## config.mk

```make
export PLATFORM = sky130hd
export DESIGN_NAME = serial_adder_sub_flat
export DESIGN_NICKNAME = d
export VERILOG_FILES = /design/src/rtl/serial_adder_sub_if.sv /design/src/rtl/serial_adder_sub.sv /design/src/flat_wrapper.sv
export SDC_FILE = /design/constraint.sdc
export NUM_CORES = 1
export LEC_CHECK = 0
export BUFFER_PORTS_ARGS = -buffer_cell sky130_fd_sc_hd__buf_2
export CAP_MARGIN = 20
export CORE_ASPECT_RATIO = 1.4
export CORE_MARGIN = 2
export CORE_UTILIZATION = 54
export DETAILED_ROUTE_END_ITERATION = 8
export MAX_ROUTING_LAYER = met4
export PLACE_DENSITY = 0.78
export SETUP_SLACK_MARGIN = 0.3
export SLEW_MARGIN = 20
export SYNTH_ARGS = -nofsm -noshare
export SYNTH_HDL_FRONTEND = slang
export SYNTH_SLANG_ARGS = --single-unit
```

## constraint.sdc

```tcl
create_clock -name clk -period 1.8 [get_ports clk]
set_input_delay 0.18 -clock clk [delete_from_list [all_inputs] [get_ports clk]]
set_output_delay 0.18 -clock clk [all_outputs]
set_load 0.01 [all_outputs]
```

## src/rtl/serial_adder_sub_if.sv

```systemverilog
// serial_adder_sub_if
//   Request/response bundle for the digit-serial adder/subtractor.
//   master : drives start, sub, a, b, cin; observes busy, done, sum, cout, ovf
//   slave  : the arithmetic unit side (directions reversed)
interface serial_adder_sub_if #(
    parameter int WIDTH = 8
) ();
    logic             start;
    logic             sub;
    logic [WIDTH-1:0] a;
    logic [WIDTH-1:0] b;
    logic             cin;
    logic             busy;
    logic             done;
    logic [WIDTH-1:0] sum;
    logic             cout;
    logic             ovf;

    modport master (
        output start, sub, a, b, cin,
        input  busy, done, sum, cout, ovf
    );

    modport slave (
        input  start, sub, a, b, cin,
        output busy, done, sum, cout, ovf
    );
endinterface

```

## src/rtl/serial_adder_sub.sv

```systemverilog
// serial_adder_sub
//   Digit-serial adder/subtractor: processes DIGIT bits per clock, LSB first,
//   reusing one DIGIT-bit adder slice. Result after WIDTH/DIGIT RUN cycles.
//   Ports:
//     clk  : rising-edge clock
//     rst  : synchronous active-high reset
//     bus  : serial_adder_sub_if.slave
//            start/sub/a/b/cin in (latched on accept),
//            busy/done/sum/cout/ovf out (all registered)
module serial_adder_sub #(
    parameter int WIDTH = 8,
    parameter int DIGIT = 1
) (
    input  logic                clk,
    input  logic                rst,
    serial_adder_sub_if.slave   bus
);
    localparam int STEPS = WIDTH / DIGIT;
    localparam int CW    = (STEPS > 1) ? $clog2(STEPS) : 1;

    typedef enum logic [1:0] {IDLE, RUN, DONE} state_t;

    state_t           state_q, state_d;
    logic [CW-1:0]    cnt_q, cnt_d;
    logic [WIDTH-1:0] a_q, a_d;
    logic [WIDTH-1:0] b_q, b_d;
    logic [WIDTH-1:0] res_q, res_d;
    logic [WIDTH-1:0] sum_q, sum_d;
    logic             carry_q, carry_d;
    logic             busy_q, busy_d;
    logic             done_q, done_d;
    logic             cout_q, cout_d;
    logic             ovf_q, ovf_d;

    logic [DIGIT:0]   dsum;
    logic [WIDTH-1:0] slice_ext;
    logic             carry_msb;
    logic             last;

    always_comb begin
        // Operand registers shift right each step, so the active slice is
        // always in the low DIGIT bits.
        dsum      = {1'b0, a_q[DIGIT-1:0]} + {1'b0, b_q[DIGIT-1:0]}
                    + (DIGIT+1)'(carry_q);
        // Carry into the slice's top bit recovered from its sum bit.
        carry_msb = dsum[DIGIT-1] ^ a_q[DIGIT-1] ^ b_q[DIGIT-1];
        slice_ext = '0;
        slice_ext[DIGIT-1:0] = dsum[DIGIT-1:0];
        last      = (cnt_q == CW'(STEPS - 1));

        state_d = state_q;
        cnt_d   = cnt_q;
        a_d     = a_q;
        b_d     = b_q;
        res_d   = res_q;
        sum_d   = sum_q;
        carry_d = carry_q;
        busy_d  = busy_q;
        done_d  = 1'b0;
        cout_d  = cout_q;
        ovf_d   = ovf_q;

        case (state_q)
            IDLE, DONE: begin
                if (state_q == DONE) begin
                    state_d = IDLE;
                end
                if (bus.start) begin
                    state_d = RUN;
                    busy_d  = 1'b1;
                    a_d     = bus.a;
                    b_d     = bus.b ^ {WIDTH{bus.sub}};
                    carry_d = bus.sub ? 1'b1 : bus.cin;
                    cnt_d   = '0;
                end
            end
            RUN: begin
                a_d     = a_q >> DIGIT;
                b_d     = b_q >> DIGIT;
                // Result fills from the top; after STEPS shifts it is aligned.
                res_d   = (res_q >> DIGIT) | (slice_ext << (WIDTH - DIGIT));
                carry_d = dsum[DIGIT];
                cnt_d   = cnt_q + CW'(1);
                if (last) begin
                    state_d = DONE;
                    busy_d  = 1'b0;
                    done_d  = 1'b1;
                    sum_d   = res_d;
                    cout_d  = dsum[DIGIT];
                    ovf_d   = carry_msb ^ dsum[DIGIT];
                end
            end
            default: begin
                state_d = IDLE;
                busy_d  = 1'b0;
            end
        endcase
    end

    always_ff @(posedge clk) begin
        if (rst) begin
            state_q <= IDLE;
            cnt_q   <= '0;
            a_q     <= '0;
            b_q     <= '0;
            res_q   <= '0;
            sum_q   <= '0;
            carry_q <= 1'b0;
            busy_q  <= 1'b0;
            done_q  <= 1'b0;
            cout_q  <= 1'b0;
            ovf_q   <= 1'b0;
        end else begin
            state_q <= state_d;
            cnt_q   <= cnt_d;
            a_q     <= a_d;
            b_q     <= b_d;
            res_q   <= res_d;
            sum_q   <= sum_d;
            carry_q <= carry_d;
            busy_q  <= busy_d;
            done_q  <= done_d;
            cout_q  <= cout_d;
            ovf_q   <= ovf_d;
        end
    end

    assign bus.busy = busy_q;
    assign bus.done = done_q;
    assign bus.sum  = sum_q;
    assign bus.cout = cout_q;
    assign bus.ovf  = ovf_q;
endmodule

```

## src/flat_wrapper.sv

```systemverilog
// flat-port wrapper written by rule: the top's interface ports become plain ports
module serial_adder_sub_flat 
#(
    parameter int WIDTH = 8,
    parameter int DIGIT = 1
)
  (clk, rst, bus_start, bus_sub, bus_a, bus_b, bus_cin, bus_busy, bus_done, bus_sum, bus_cout, bus_ovf);
  serial_adder_sub_if #(.WIDTH(WIDTH)) bus_i ();
  input  logic clk;
  input  logic rst;
  input wire logic [$bits(bus_i.start)-1:0] bus_start;
  input wire logic [$bits(bus_i.sub)-1:0] bus_sub;
  input wire logic [$bits(bus_i.a)-1:0] bus_a;
  input wire logic [$bits(bus_i.b)-1:0] bus_b;
  input wire logic [$bits(bus_i.cin)-1:0] bus_cin;
  output wire logic [$bits(bus_i.busy)-1:0] bus_busy;
  output wire logic [$bits(bus_i.done)-1:0] bus_done;
  output wire logic [$bits(bus_i.sum)-1:0] bus_sum;
  output wire logic [$bits(bus_i.cout)-1:0] bus_cout;
  output wire logic [$bits(bus_i.ovf)-1:0] bus_ovf;
  assign bus_i.start = bus_start;
  assign bus_i.sub = bus_sub;
  assign bus_i.a = bus_a;
  assign bus_i.b = bus_b;
  assign bus_i.cin = bus_cin;
  assign bus_busy = bus_i.busy;
  assign bus_done = bus_i.done;
  assign bus_sum = bus_i.sum;
  assign bus_cout = bus_i.cout;
  assign bus_ovf = bus_i.ovf;
  serial_adder_sub #(.WIDTH(WIDTH), .DIGIT(DIGIT)) u_core (.clk(clk), .rst(rst), .bus(bus_i));
endmodule
```

* Word level (Yosys, flattened, before mapping) *
Index checks and enable logic that the tools add are counted.

cells by class
  add/sub/neg operators = 3
  equal/unequal tests = 6
  multiplexer cells = 17
  bitwise operators = 6
  reductions and logical operators = 8

operators by type and width
  operator               count
  $pmux W8 S2            2
  $mux W8                2
  $or A7 B8 Y8           1
  $reduce_and A2 Y1      4
  $xor A8 B8 Y8          1
  $mux W2                3
  $pmux W3 S2            1
  $mux W1                5
  $pmux W1 S2            2
  $pmux W2 S2            1
  $reduce_or A2 Y1       2
  $add A3 B1 Y3 const B  1
  $eq A3 B3 Y1 const B   1
  $mux W3                1
  $ne A3 B2 Y1 const B   1
  $xor A1 B1 Y1          3
  $add A1 B1 Y2          1
  $add A2 B1 Y2          1
  $eq A2 B1 Y1 const B   1
  $eq A2 B2 Y1 const B   1
  $logic_not A2 Y1       1
  $ne A2 B1 Y1 const B   1
  $ne A2 B2 Y1 const B   1
  $reduce_bool A2 Y1     1
  $not A1 Y1             1

storage, ports and cells
  register bits after elaboration = 42
  bits of input ports = 21
  output and inout port bits = 12
  logic and storage cells = 51

* Longest topological paths before layout *
  word-level depth = 5
  gate-level depth with buffers = 6
  mapped depth without buffers = 5

* Worst setup path before layout *
No wires, ideal clock.

  path type = reg2reg
  start point = register u_core.cnt_q[0]
  end point = register u_core.cout_q (netlist: u_core.bus.cout)
  library setup time = 132 ps
  data arrival time = 1118 ps
  data required time = 1668 ps
  setup slack = 550 ps
  cell stages (with the launch flop) = 7
  path buffers = 1
  clock period less this slack = 1250 ps
  cells stage by stage = dfxtp_1 > ha_1 > ha_1 > and3b_1 > buf_4 > nand2_1 > a21oi_1

between the ends
  cells in the longest elaborated chain, start to end = 2

ends and longest elaborated chain
  what                         RTL line                 text
  from (decl)                  serial_adder_sub.sv:24   logic [CW-1:0] cnt_q, cnt_d;
  from (signal assigned)       serial_adder_sub.sv:115  cnt_q <= cnt_d;
  $eq A3 B3 Y1                 serial_adder_sub.sv:49   last = (cnt_q == CW'(STEPS - 1));
  via u_core.last              serial_adder_sub.sv:38   logic last;
  $reduce_and A2 Y1 (no line)  -
  to (signal assigned)         serial_adder_sub.sv:123  cout_q <= cout_d;
  to (decl)                    serial_adder_sub.sv:32   logic cout_q, cout_d;

The timed path passes the listed nets, and every way through them passes these cells.
A chain may end at the register's enable or synchronous reset.

* Worst setup path after layout *
  start point = register u_core.cnt_q[0]
  end point = register u_core.ovf_q (netlist: u_core.bus.ovf)

between the ends
  cells in the longest elaborated chain, start to end = 2

ends and longest elaborated chain
  what                         RTL line                 text
  $eq A3 B3 Y1                 serial_adder_sub.sv:49
  via u_core.last              serial_adder_sub.sv:38
  $reduce_and A2 Y1 (no line)  -
  to (signal assigned)         serial_adder_sub.sv:124  ovf_q <= ovf_d;
  to (decl)                    serial_adder_sub.sv:33   logic ovf_q, ovf_d;

The timed path passes the listed nets, and every way through them passes these cells.

==> metrics.md <==
| Metric | Value |
|---|---|
| Gr usage total | 19.8% |
| Clk root buf | clkbuf_8 |
| Post-synthesis cell type count | 29 |
| Arrival time worst endpoint | 1510 ps |
| Number of port buffers | 32 |
| DIE HEIGHT | 71.1 um |
| Power Dens Cells | 982 nW/um^2 |
| Critical path class | flop to flop |
| Post-synthesis sequential area ratio | 47.3% |
| Die width | 51.9 um |
| Fin crit share | 75.9% |
| Reg-to-Reg Start | u_core.cnt_q[0] |
| Maxcap violations | 0 |
| Peak VDD IR | 0.704 mV |
| RSZ-0062 raised after global routing | false |
| Switch share | 23.0% |
| Grt ovf | 0 |
| GPL Wtd Cong | 0.721 |
| Fraction of layout cells with a size suffix above 1 | 21.2% |
| Routed Antenna Nets | 0 |
| Vias | 1420 |
| P_sw | 0.000441 W |
| Io pins | 33 |
| Worst hold path type | input port to flop |
| CTS buffer count | 5 |
| Number of fill cells in the layout | 278 |
| Placement Rows | 24 |
| Initial Utilization | 56.1% |
| Hold path start | bus_a[7] |
| Status | complete, no violations |
| TritonCTS clock tree | done |
| Worst-Skew Late Latency | 290 ps |
| Mean instance size in the synthesized netlist | 8.85 sq um |
| Clock network power share | 39.3% |
| Most common cell after layout, fill and taps aside | dfxtp_1 |
| Non-filler instance count after layout | 261 |
| CP Capture Type | flop |
| Total leakage power | 0.766 nW |
| Final nets | 245 |
| Post-DP HPWL | 2.12 mm |
| Clk_skew | 5.82 ps |
| Fin. Hold Viols | 0 |
| Internal power | 0.00148 W |
| Number of synthesized register bits | 41 |
| Setup TNS | 0 ps |
| Global-route wire length before repair | 5.43 mm |
| Setup violations, final | 0 |
| Syn_nets | 220 |
| Fin. max-slew vios | 0 |
| Crit path from | u_core.cnt_q[0] |
| Crit start category | flop |
| CP max FO | 11 |
| Largest net degree at the start of global routing | 42 |
| Initial antenna violation count | 0 |
| Cell Count Post-Placement | 251 |
| Relative slew margins | 51.0% |
| Worst-path clk slew | 80 ps |
| Vias in the first global route | 1306 |
| Hold WS | 120 ps |
| Die ar. | 3690 sq um |
| First drt pass iteration count | 4 |
| Core area | 3090 sq um |
| Slew @ Worst Pin | 735 ps |
| Tmin final | 1370 ps |
| Clk buf depth | 2 |
| R2R cell count | 5 |
| Yosys warnings | 0 |
| Seq pwr share | 50.7% |
| N_diodes | 0 |
| Vias per cell | 5.44 |
| Final WL | 3.34 mm |
| Mapped Cells | 196 |
| Worst Hold Depth | 3 |
| DRC viols | 0 |
| Iter 0 DRT Violations | 33 |
| H-tree depth | 2 |
| Area of the mapped netlist | 1730 sq um |
| Most frequent cells in the layout | dfxtp_1, nand2_1, a21oi_1 |
| CTS Sinks | 41 |
| Comb pwr share | 10.0% |
| Fmax | 732 MHz |
| Worst Path Required | 1950 ps |
| Routed wire length per instance | 12.8 um |
| Area grow syn2layout | 12.6% |
-- path summary, 6_finish.rpt --
path,slack [ps],end
setup reg to reg,430,u_core.bus.ovf
hold reg to reg,450,u_core.bus.sum[5]
hold / removal,120,u_core.a_q[7]
setup / recovery,430,u_core.bus.ovf
-- per-layer routing --
layer	vias to the layer above	part of all wire, %	global-route usage, %	wire length (um)
li1	719	-	-	-
met1	668	43	20.3	1430
met2	28	52	34.7	1730
met3	5	4.0	5.91	135
met4	0	1.5	7.02	50
met5	-	0	-	0
-- layout make-up --
cell class / count / area, sq um / area share (%)
timing repair buffer: 36 / 190 / 9.74
multi-input combinational: 137 / 776 / 39.7
sequential: 41 / 821 / 42.1
clock inverter: 1 / 30.0 / 1.54
clock buffer: 7 / 86.3 / 4.42
tap: 39 / 48.8 / 2.50
-- power groups by stage --
stage               logic (W)  registers [W]  clock network [W]
floorplan            0.000170       0.000984                  0
global placement     0.000188       0.000991                  0
detailed placement   0.000191       0.000992                  0
CTS                  0.000192       0.000971           0.000764
global route         0.000212       0.000976           0.000796
finish               0.000191       0.000972           0.000754
-- registers in the layout, summed over array words and instances, names as in the netlist, 2 cells and up --
| signal | count |
|---|---|
| u_core.state_q | 2 |
| u_core.res_q | 7 |
| u_core.bus.sum | 8 |
| u_core.cnt_q | 3 |
| u_core.a_q | 8 |
| u_core.b_q | 8 |
-- worst max-delay path: stages (launching register included) --
cell      delay, ps
dfxtp_1         320
ha_1            190
ha_1            210
and3b_2         290
nor2_1          150
a211oi_2         60
-- cell usage after synthesis --
master    count  area, sq um
dfxtp_1      41          821
nand2_1      37          139
a21oi_1      35          175
nand3_1      19         95.1
a22oi_1      13         97.6
xor2_1        7         61.3
buf_6         6         67.6
clkbuf_1      5         18.8
nor2_1        5         18.8
buf_2         3         15.0
buf_4         3         22.5
nand2b_1      3         18.8
ha_1          2         25.0
xnor2_1       2         17.5
a211oi_1      1         7.51
a211oi_2      1         12.5
a21o_1        1         7.51
a31oi_1       1         6.26
and2b_4       1         10.0
and3b_1       1         8.76
buf_8         1         15.0
fa_1          1         20.0
mux2i_1       1         10.0
nand3b_1      1         7.51
nor2b_4       1         13.8
nor3_1        1         5.00
o21a_1        1         7.51
o21ai_0       1         5.00
o21ai_1       1         5.00
-- timing repair --
item / CTS / global route
endpoints found under the setup margin: 0 / 10
setup buffers: 0 / 2
endpoints found under the hold margin: 0 / 0
resized for setup: 0 / 1
hold buffers: 0 / 0
-- cells by family after synthesis --
group | after synthesis | share of synthesized area [%]
simple gates | 69 | 18.3
compound gates | 55 | 18.7
flops | 41 | 47.3
buf+inv | 18 | 8.01
xor+xnor | 9 | 4.55
fa+ha+maj | 3 | 2.60
mux | 1 | 0.577
-- metrics by stage --
| step | instance area [sq um] | total power [W] | setup WS [ps] | util, % |
|---|---|---|---|---|
| 4_1_cts | 1940 | 0.00193 | 339 | 62.6 |
| 2_1_floorplan | 1730 | 0.00115 | 550 | - |
| 3_3_place_gp | 1820 | 0.00118 | 413 | 58.8 |
| 6_report | 1950 | 0.00192 | 434 | 63.1 |
| 5_1_grt | 1950 | 0.00198 | 337 | 63.1 |
| 3_5_place_dp | 1820 | 0.00118 | 362 | 58.8 |
Power figures use the tool's default switching activity.
